**src/rtl/load_store_unit.sv**
```systemverilog
// Load/store sequencer between the execute stage and a falling-edge byte-addressed data memory.
// One request per handshake: decode, fault-check, one memory access cycle, then a held response.
module load_store_unit #(
    parameter int unsigned ADDR_W = 16
) (
    input  logic              CLK,
    input  logic              RST_N,
    input  logic              REQ_VALID,
    output logic              REQ_READY,
    input  logic              REQ_WRITE,
    input  logic [2:0]        REQ_FUNCT3,
    input  logic [31:0]       REQ_ADDR,
    input  logic [31:0]       REQ_WDATA,
    output logic              RSP_VALID,
    input  logic              RSP_READY,
    output logic [31:0]       RSP_RDATA,
    output logic [1:0]        RSP_FAULT,
    output logic              MEM_WE,
    output logic [ADDR_W-1:0] MEM_ADDR,
    output logic [31:0]       MEM_DATA_IN,
    output logic [1:0]        MEM_DATA_SIZE,
    output logic              MEM_SIGNED,
    input  logic [31:0]       MEM_DATA_OUT
);

    typedef enum logic [1:0] {
        IDLE   = 2'd0,
        ACCESS = 2'd1,
        RESP   = 2'd2
    } state_t;

    typedef enum logic [1:0] {
        FAULT_NONE     = 2'b00,
        FAULT_MISALIGN = 2'b01,
        FAULT_RANGE    = 2'b10,
        FAULT_ILLEGAL  = 2'b11
    } fault_t;

    state_t             state_q;
    state_t             state_d;
    fault_t             req_fault;
    fault_t             fault_q;
    logic               illegal;
    logic               out_of_range;
    logic               misaligned;
    logic               wr_q;
    logic [ADDR_W-1:0]  addr_q;
    logic [31:0]        wdata_q;
    logic [1:0]         size_q;
    logic               signed_q;
    logic [31:0]        rdata_q;

    // Request decode, evaluated on the live request inputs in IDLE.
    always_comb begin
        illegal      = 1'b0;
        out_of_range = 1'b0;
        misaligned   = 1'b0;
        req_fault    = FAULT_NONE;

        if (REQ_WRITE) begin
            illegal = REQ_FUNCT3[2] || (REQ_FUNCT3[1:0] == 2'b11);
        end else begin
            illegal = (REQ_FUNCT3 == 3'b011) || (REQ_FUNCT3 == 3'b110) ||
                      (REQ_FUNCT3 == 3'b111);
        end

        out_of_range = (REQ_ADDR >> ADDR_W) != 32'd0;

        misaligned = ((REQ_FUNCT3[1:0] == 2'b01) && REQ_ADDR[0]) ||
                     ((REQ_FUNCT3[1:0] == 2'b10) && (REQ_ADDR[1:0] != 2'b00));

        if (illegal) begin
            req_fault = FAULT_ILLEGAL;
        end else if (out_of_range) begin
            req_fault = FAULT_RANGE;
        end else if (misaligned) begin
            req_fault = FAULT_MISALIGN;
        end
    end

    // MEM_WE depends only on state so a store in flight still commits if reset hits mid-access.
    always_comb begin
        state_d   = state_q;
        REQ_READY = 1'b0;
        RSP_VALID = 1'b0;
        MEM_WE    = 1'b0;

        unique case (state_q)
            IDLE: begin
                REQ_READY = RST_N;
                if (REQ_VALID) begin
                    state_d = (req_fault != FAULT_NONE) ? RESP : ACCESS;
                end
            end
            ACCESS: begin
                MEM_WE  = wr_q;
                state_d = RESP;
            end
            RESP: begin
                RSP_VALID = 1'b1;
                if (RSP_READY) begin
                    state_d = IDLE;
                end
            end
            default: begin
                state_d = IDLE;
            end
        endcase
    end

    always_ff @(posedge CLK) begin
        if (!RST_N) begin
            state_q  <= IDLE;
            wr_q     <= 1'b0;
            addr_q   <= '0;
            wdata_q  <= '0;
            size_q   <= '0;
            signed_q <= 1'b0;
            rdata_q  <= '0;
            fault_q  <= FAULT_NONE;
        end else begin
            state_q <= state_d;

            if (state_q == IDLE && REQ_VALID) begin
                wr_q     <= REQ_WRITE;
                addr_q   <= REQ_ADDR[ADDR_W-1:0];
                wdata_q  <= REQ_WDATA;
                size_q   <= REQ_FUNCT3[1:0];
                signed_q <= ~REQ_FUNCT3[2];
                if (req_fault != FAULT_NONE) begin
                    rdata_q <= '0;
                    fault_q <= req_fault;
                end
            end

            if (state_q == ACCESS) begin
                rdata_q <= wr_q ? 32'd0 : MEM_DATA_OUT;
                fault_q <= FAULT_NONE;
            end
        end
    end

    assign MEM_ADDR      = addr_q;
    assign MEM_DATA_IN   = wdata_q;
    assign MEM_DATA_SIZE = size_q;
    assign MEM_SIGNED    = signed_q;
    assign RSP_RDATA     = rdata_q;
    assign RSP_FAULT     = fault_q;

endmodule

```
**config.mk**
```make
export PLATFORM = sky130hd
export DESIGN_NAME = load_store_unit
export DESIGN_NICKNAME = d
export VERILOG_FILES = /design/src/rtl/load_store_unit.sv
export SDC_FILE = /design/constraint.sdc
export NUM_CORES = 1
export LEC_CHECK = 0
export BUFFER_PORTS_ARGS = -buffer_cell sky130_fd_sc_hd__clkbuf_2
export CAP_MARGIN = 40
export CORE_MARGIN = 10
export CORE_UTILIZATION = 44
export DETAILED_ROUTE_END_ITERATION = 12
export PLACE_DENSITY = 0.79
export SYNTH_ARGS = -nofsm -noshare
export SYNTH_HDL_FRONTEND = slang
export SYNTH_SLANG_ARGS = --single-unit
```
**constraint.sdc**
```tcl
create_clock -name CLK -period 3.4 [get_ports CLK]
set_input_delay 0 -clock CLK [delete_from_list [all_inputs] [get_ports CLK]]
set_output_delay 0 -clock CLK [all_outputs]
set_load 0.05 [all_outputs]
```
# Word-level counts from Yosys, hierarchy flattened
# Index checks and enable logic that the tools add are counted.
[totals]
input_bits = 104
regBits = 88
elab_cells = 52
out_inout_bits = 88
[op_classes]
reduce_logical = 17
n_eq_ne = 10
bitwise_logic = 2
n_mux = 15
[op_table]
columns = ["op", "count"]
rows = [
  ["$mux W32", 4],
  ["$reduce_bool A32 Y1", 1],
  ["$mux W2", 5],
  ["$reduce_bool A2 Y1", 4],
  ["$eq A2 B2 Y1 const B", 3],
  ["$eq A3 B3 Y1 const B", 2],
  ["$pmux W2 S3", 1],
  ["$reduce_and A2 Y1", 3],
  ["$mux W1", 5],
  ["$eq A2 B1 Y1 const B", 2],
  ["$logic_or A1 B1 Y1", 4],
  ["$ne A2 B2 Y1 const B", 2],
  ["$eq A3 B2 Y1 const B", 1],
  ["$logic_and A1 B1 Y1", 3],
  ["$logic_not A2 Y1", 1],
  ["$not A1 Y1", 2],
  ["$reduce_or A2 Y1", 1],
]

# Longest topological paths before layout
# Gate-level depths: netlist of run 1.
[logic_depth]
depth_word = 10
depth_mapped = 6
ltp_nobuf = 4

# Worst setup path before layout of run 1
# OpenSTA, ideal clock, no wires.
[synth_path]
path_type = "register -> output"
from = "register state_q[0]"
to = "output REQ_READY"
path_stages_with_launch = 2
arrival_ns = 1.485
setup_slack_ns = 1.915
path_buffers = 0
required_time_ns = 3.400
cell_sequence = "dfxtp_1 nor3b_1"
[synth_between]
elab_chain_len = 2
[synth_rtl]
columns = ["item", "line", "rtl"]
rows = [
  ["from (decl)", "39", "state_t state_q;"],
  ["from (signal assigned)", "122", "state_q <= state_d;"],
  ["$logic_not A2 Y1", "88", "unique case (state_q)"],
  ["$mux W1", "88", ""],
  ["to (decl)", "9", "output logic REQ_READY,"],
]
# Every way passes these cells.

# Worst setup path in the final report of run 1
[layout_path]
from = "register state_q[1]"
to = "register addr_q[10], in the netlist MEM_ADDR[10]"
[layout_between]
elab_chain_len = 2
[layout_rtl]
columns = ["item", "line", "rtl"]
rows = [
  ["$logic_not A2 Y1", "124", "if (state_q == IDLE && REQ_VALID) begin"],
  ["$logic_and A1 B1 Y1", "124", ""],
  ["to (signal assigned)", "126", "addr_q <= REQ_ADDR[ADDR_W-1:0];"],
  ["to (decl)", "47", "logic [ADDR_W-1:0] addr_q;"],
]
# Every way passes these cells.
# A chain may end at the register's enable or synchronous reset.

==> run_results.csv, run 1 <==
group,metric,value,unit
final_layout,seq_area,1760,um^2
placed_design,placed_area,4650,um^2
routing,first_pass_iters,4,
pwr,power_leakage,0.00254,uW
worst_setup_path,critPathLaunchType,"register",
floorplan,rows,32,
worst_setup_path,worst_path_max_delay_cell,"nor2_4",
worst_setup_path,rrSetupSlack,1570,ps
routing,num_vias,3758,
worst_setup_path,max_stage_delay,560,ps
synthesis,synth-edff-count,0,
synthesis,synthCells,401,
timing,finalCritPeriodShare,0.539,
timing,setup_viol,0,
synthesis,synth.distinct_cells,37,
worst_setup_path,worst_ep_required_time,3650,ps
timing,tightest_slew,721,ps
timing,period_minus_slack,1830,ps
global_route,grt_usage,0.199,
worst_setup_path,critPathMaxFanout,31,
clocking,clk_latency,340,ps
synthesis,synthFlopType,"dfxtp_1",
synthesis,yosysWarnings,0,
clocking,htreeDepth,3,
job,maxCapViolCount,0,
synthesis,syn-cell-area,3610,um^2
timing,fin_skew,9.15,ps
clocking,cts_buffer_depth,2,
worst_setup_path,crit_type,"reg -> reg",
global_route,grt_max_degree,58,
placed_design,io_buffer_count,191,
synthesis,async_flop_share,0,
pwr,ir_worst_vdd,281,uV
timing,slew_viol_final,0,
min_path,hold_depth,4,
timing,slew_headroom,0.518,
global_route,grt_pass1_vias,4010,
min_path,hold_path.class,"in -> reg",
global_route,grt_pass1_wl,20400,um
worst_setup_path,worstPathCellList,"nand2b_4 -> nor2_4 -> buf_4 -> nand2_1 -> a21boi_0",
timing,hold_viol,0,
worst_setup_path,reg2reg_to,"MEM_ADDR[10]",
clocking,cts.clk_slew.worst_paths,80,ps
pwr,power_density,409,nW/um^2
floorplan,die_area,12200,um^2
worst_setup_path,cp.arrival,2080,ps
final_layout,layout.nets,771,
placed_design,gp_congestion,0.810,
final_layout,drive_above_1_share,0.375,
routing,drc,0,
synthesis,seq_area_frac_synth,0.488,
final_layout,layout_commonest_cell,"clkbuf_2",
placed_design,hpwl,8370,um
final_layout,final_util,0.728,
global_route,grt_overflow,0,
floorplan,ios,192,
floorplan,die_w,111,um
routing,ant_nets,0,
final_layout,fin_area,5710,um^2
worst_setup_path,reg2reg_depth,5,
floorplan,start_util,0.460,
synthesis,syn-num-nets,505,
routing,first_iter_violations,145,
clocking,clkSinkCount,88,
timing,rsz0062_at_grt,"false",
clocking,cts_tree,"built",
clocking,root_buffer,"clkbuf_8",
routing,routed_wl,12700,um
synthesis,synth_seq_cells,88,
clocking,cts_resized,0,
routing,detail_route.vias_per_cell,4.83,
timing,tns,0,ps
min_path,hold_start,"RSP_READY",
final_layout,fill_cells,587,
final_layout,multi_input_area,1600,um^2
timing,max_freq,546,MHz
worst_setup_path,worstReg2RegStart,"state_q[1]",
floorplan,core_area,7850,um^2
global_route,antenna_found_initial,3,
clocking,cts_buffers,9,
min_path,min_to,"state_q[1]",
floorplan,die-height,111,um
worst_setup_path,crit_path_end_kind,"register",
status,status,"complete, no violations",
synthesis,avgSynthCellArea,9.01,um^2
timing,hold_ws,85.7,ps
routing,wl_per_cell,16.4,um
final_layout,syn_to_final_growth,58.0,%
final_layout,layout_common_cells,"191 x clkbuf_2, 139 x nand2_1, 88 x dfxtp_1",
==> power by group <==
group / total [uW] / leakage (uW) / internal, uW / switching [uW]
sequential: 1090 / 0.000718 / 1070 / 21.8
clock: 770 / 0.000110 / 412 / 358
combinational: 474 / 0.00171 / 180 / 295
==> critical path: cells and delay by family (launching register included) <==
kind | cells | cell delay, ps
AO/OA/AOI/OAI | 1 | 170
buffers and inverters | 1 | 400
flip-flops | 1 | 340
AND/OR/NAND/NOR | 3 | 820
==> area by class of cell <==
cell class,count,area share
multi-input combinational,254,0.280
timing repair buffer,281,0.328
tap,102,0.0223
inverter,33,0.0217
antenna,4,0.00175
clock inverter,6,0.0147
clock buffer,10,0.0223
sequential,88,0.309
==> sequential cells by signal (all words and copies together), names as in the netlist <==
signal         cells
RSP_FAULT          2
MEM_ADDR          16
MEM_SIGNED         1
state_q            2
wr_q               1
RSP_RDATA         32
MEM_DATA_IN       32
MEM_DATA_SIZE      2
==> synthesized netlist by cell type, types with 2 or more instances <==
library cell  number  area [um^2]
o31ai_4            4         85.1
o21ai_0            2         10.0
clkbuf_1           7         26.3
dfxtp_1           88         1760
a21boi_1           2         15.0
nor4_1             4         25.0
nand2_1          140          526
o31ai_2           26          325
inv_1             33          124
buf_6              3         33.8
o31ai_1            2         15.0
buf_2             16         80.1
nand2b_1           2         12.5
a21boi_0          49          368
==> kinds of logic after synthesis <==
kind of cell	after synthesis	share of synthesized area
multiplexers	1	0.00277
AO/OA/AOI/OAI	94	0.253
flip-flops	88	0.488
XOR/XNOR	1	0.00242
buffers and inverters	59	0.0731
AND/OR/NAND/NOR	158	0.181
==> worst max-delay path by stage <==
stage	startpoint	end	slack [ps]
detailed placement	state_q[1]	MEM_ADDR[3]	1590
floorplan	state_q[0]	REQ_READY	1920
global placement	state_q[0]	RSP_FAULT[0]	1650
global route	state_q[1]	MEM_ADDR[7]	1350
CTS	state_q[1]	MEM_ADDR[3]	1580
finish	state_q[1]	MEM_ADDR[10]	1570
==> per-stage QoR <==
step	setup WS [ps]	power, uW	instances
after floorplan	1920	1370	401
after global routing	1350	2440	777
after detailed placement	1590	1510	674
after global placement	1650	1490	672
after CTS	1580	2350	774
final	1570	2340	778
==> what timing repair did <==
| item | in CTS | in global routing |
|---|---|---|
| hold buffers | 84 | 0 |
| buffers inserted | 0 | 0 |
| hold endpoints to repair | 84 | 0 |
==> routing by layer <==
metal  track usage  up-vias  wire [um]
met5             0        -          0
met4        0.0915        0        331
met3        0.0654       20        833
met2         0.354      145       6560
met1         0.207     1750       5010
li1              -     1843          -
(Power assumes the default switching activity.)
==> run 2, diff against run 1 <==
--- a/config.mk
+++ b/config.mk
@@ -5,6 +5,7 @@
 export SDC_FILE = /design/constraint.sdc
 export NUM_CORES = 1
 export LEC_CHECK = 0
+export ABC_AREA = 1
 export BUFFER_PORTS_ARGS = -buffer_cell sky130_fd_sc_hd__clkbuf_2
 export CAP_MARGIN = 40
 export CORE_MARGIN = 10
==> constraint.sdc (replaced) <==
create_clock -name CLK -period 1.8 [get_ports CLK]
set_input_delay 0 -clock CLK [delete_from_list [all_inputs] [get_ports CLK]]
set_output_delay 0 -clock CLK [all_outputs]
set_load 0.05 [all_outputs]
==> run 2 against run 1 <==
Fmax rose by 9.5%. Critical path type unchanged. Total power increased by 95%. Routed wire length is 3.3% higher. Global-route usage grew 2.0 points. Cell area decreased by 0.66%. Highest routed layer unchanged.
==> run_results.csv, run 2 <==
group,metric,value,unit
status,status,"complete, no violations",
synthesis,syn-num-nets,520,
routing,routed_wl,13200,um
worst_setup_path,crit_type,"reg -> reg",
placed_design,dpl_worst_slack,428,ps
final_layout,layout_commonest_cell,"clkbuf_2",
global_route,grt_max_degree,39,
final_layout,layout.nets,793,
worst_setup_path,worst_path_max_delay_cell,"dlygate4sd3_1",
floorplan,rows,32,
final_layout,instances_no_fill,796,
pwr,power.internal,3110,uW
final_layout,layout_common_cells,"190 x clkbuf_2, 109 x nor2_1, 91 x dlygate4sd3_1",
clocking,cts.clk_slew.worst_paths,80,ps
worst_setup_path,critPathLaunchType,"register",
synthesis,yosys-top-cells-count,"109 x nor2_1, 88 x dfxtp_1, 53 x o21ai_0, 45 x nand2_1",
global_route,grt_overflow,0,
routing,ant_nets,0,
synthesis,syn-cell-area,3570,um^2
pwr,p_clk_frac,0.305,
synthesis,synth-simple-area-share,0.278,
routing,first_pass_iters,4,
timing,fin_ws,127,ps
worst_setup_path,reg2reg_depth,6,
worst_setup_path,crit_family,"buffers and inverters",
clocking,cts_buffers,9,
timing,hold_ws,88.7,ps
worst_setup_path,cp.arrival,1910,ps
timing,slew_headroom,0.654,
placed_design,gp_congestion,0.739,
pwr,power_density,805,nW/um^2
min_path,hold_depth,6,
synthesis,yosysTopAreaCell,"dfxtp_1",
pwr,power_frac_comb,0.234,
global_route,antenna_found_initial,0,
final_layout,drive_above_1_share,0.408,
worst_setup_path,worstReg2RegStart,"state_q[0]",
timing,slew_viol_final,0,
worst_setup_path,max_stage_delay,580,ps
synthesis,synth.distinct_cells,25,
timing,tightest_slew,519,ps
synthesis,synthAdderAreaFrac,0,
global_route,grt_usage,0.220,
clocking,clkSinkCount,88,
min_path,hold_start,"REQ_ADDR[23]",
worst_setup_path,rrSetupSlack,130,ps
timing,finalCritPeriodShare,0.929,
synthesis,synth_top_family_by_area,"simple AND/OR/NAND/NOR gates",
pwr,switching_share,0.319,
routing,wl_per_cell,16.5,um
min_path,hold_path.class,"in -> reg",
synthesis,synthCells,416,
pwr,p_sw,1460,uW
routing,detail_route.vias_per_cell,4.92,
final_layout,antenna_cells,0,
synthesis,synth_mux_area_frac,0,
placed_design,placed_cells,689,
placed_design,io_buffer_count,191,
timing,rsz0062_at_grt,"false",
routing,drc,0,
clocking,cts_buffer_depth,2,
worst_setup_path,reg2reg_to,"MEM_ADDR[15]",
worst_setup_path,cp_common_cell,"nor2_1",
timing,max_freq,598,MHz
clocking,root_buffer,"clkbuf_8",
timing,setup_viol,0,
clocking,cts_tree,"built",
routing,first_iter_violations,191,
timing,fin_skew,14.7,ps
pwr,ir_worst_vdd,605,uV
worst_setup_path,worst_ep_required_time,2040,ps
floorplan,die_w,110,um
floorplan,die-height,110,um
floorplan,die_area,12100,um^2
synthesis,synth-edff-count,0,
worst_setup_path,worstPathCellList,"nor2_1 -> nand2_2 -> buf_12 -> o21ai_0 -> dlygate4sd3_1 -> nor2_1",
global_route,grt_pass1_wl,21200,um
floorplan,start_util,0.457,
pwr,sequentialPowerShare,0.461,
synthesis,seq_area_frac_synth,0.494,
timing,period_minus_slack,1670,ps
synthesis,synth.top_cell.area_share,0.494,
worst_setup_path,path_buf_inv,2,
clocking,clk_latency,350,ps
worst_setup_path,crit_path_end_kind,"register",
global_route,grt_pass1_vias,4213,
final_layout,syn_to_final_growth,58.9,%
timing,hold_viol,0,
routing,num_vias,3918,
clocking,htreeDepth,3,
pwr,power_leakage,0.00253,uW
synthesis,yosysMostFrequentCell,"nor2_1",
synthesis,synthFlopType,"dfxtp_1",
synthesis,avgSynthCellArea,8.58,um^2
placed_design,hpwl,8270,um
job,maxCapViolCount,0,
synthesis,synth_area_leaders,"dfxtp_1 49%, nor2_1 11%, nand3_2 7.9%",
floorplan,core_area,7810,um^2
synthesis,yosysWarnings,0,
timing,tns,0,ps
synthesis,synth_seq_cells,88,
min_path,min_to,"state_q[0]",
worst_setup_path,critPathMaxFanout,38,
synthesis,synth-xor-area-share,0,
floorplan,ios,192,
synthesis,async_flop_share,0,
synthesis,synth_compound_area_frac,0.160,
run 2: layout make-up:
| cell class | instances | area (um^2) |
|---|---|---|
| clock buffer | 10 | 138 |
| tap | 102 | 128 |
| inverter | 7 | 28.8 |
| clock inverter | 6 | 66.3 |
| multi-input combinational | 292 | 1560 |
| timing repair buffer | 291 | 1990 |
| sequential | 88 | 1760 |
| fill | 534 | 2130 |
run 2: worst min-delay path, cell delays in order:
cell and delay, ps:
clkbuf_2 80, nor2_1 30, nand2_1 80, nor2_4 60
nand4_4 90, nor3_1 50
run 2: repair_timing:
item                                    in CTS  in global routing
resized for setup                            0                  5
endpoints found under the hold margin       85                  0
hold buffers                                91                  0
endpoints found under the setup margin       0                  6
buffers inserted                             0                  0
run 2: power by group through the flow:
| stage | clock network (uW) | logic (uW) | registers (uW) |
|---|---|---|---|
| 6_report | 1390 | 1070 | 2100 |
| 5_1_grt | 1500 | 1140 | 2120 |
| 4_1_cts | 1430 | 1030 | 2100 |
| 3_5_place_dp | 0 | 874 | 2140 |
| 3_3_place_gp | 0 | 862 | 2140 |
| 2_1_floorplan | 0 | 280 | 2470 |
run 2: stage by stage:
stage	total power, uW	area, um^2	util
finish	4560	5670	0.727
global route	4750	5670	0.727
CTS	4560	5660	0.725
detailed placement	3020	4550	0.582
global placement	3000	4550	0.582
floorplan	2760	3570	-
run 2: kinds of logic after synthesis:
| family | Yosys count |
|---|---|
| and+or+nand+nor | 199 |
| DFF | 88 |
| AOI/OAI and AO/OA | 93 |
| buffers and inverters | 36 |
run 2: worst max-delay path by stage:
| stage | to | slack (ps) | cells past startpoint | from |
|---|---|---|---|---|
| after CTS | MEM_ADDR[4] | 60 | 6 | state_q[0] |
| after detailed placement | MEM_DATA_SIZE[1] | 430 | 6 | state_q[0] |
| after floorplan | REQ_READY | 380 | 1 | state_q[0] |
| after global routing | MEM_WE | 6 | 5 | state_q[1] |
| final | MEM_ADDR[15] | 130 | 6 | state_q[0] |
| after global placement | state_q[1] | 470 | 6 | state_q[1] |
run 2: per-layer routing:
layer  GRT usage  vias to the layer above  share of wire
met3      0.0934                       30           0.11
met1       0.232                     1792           0.36
met2       0.376                      192           0.49
met4      0.0948                        0          0.028
met5           0                        -              0
li1            -                     1904              -
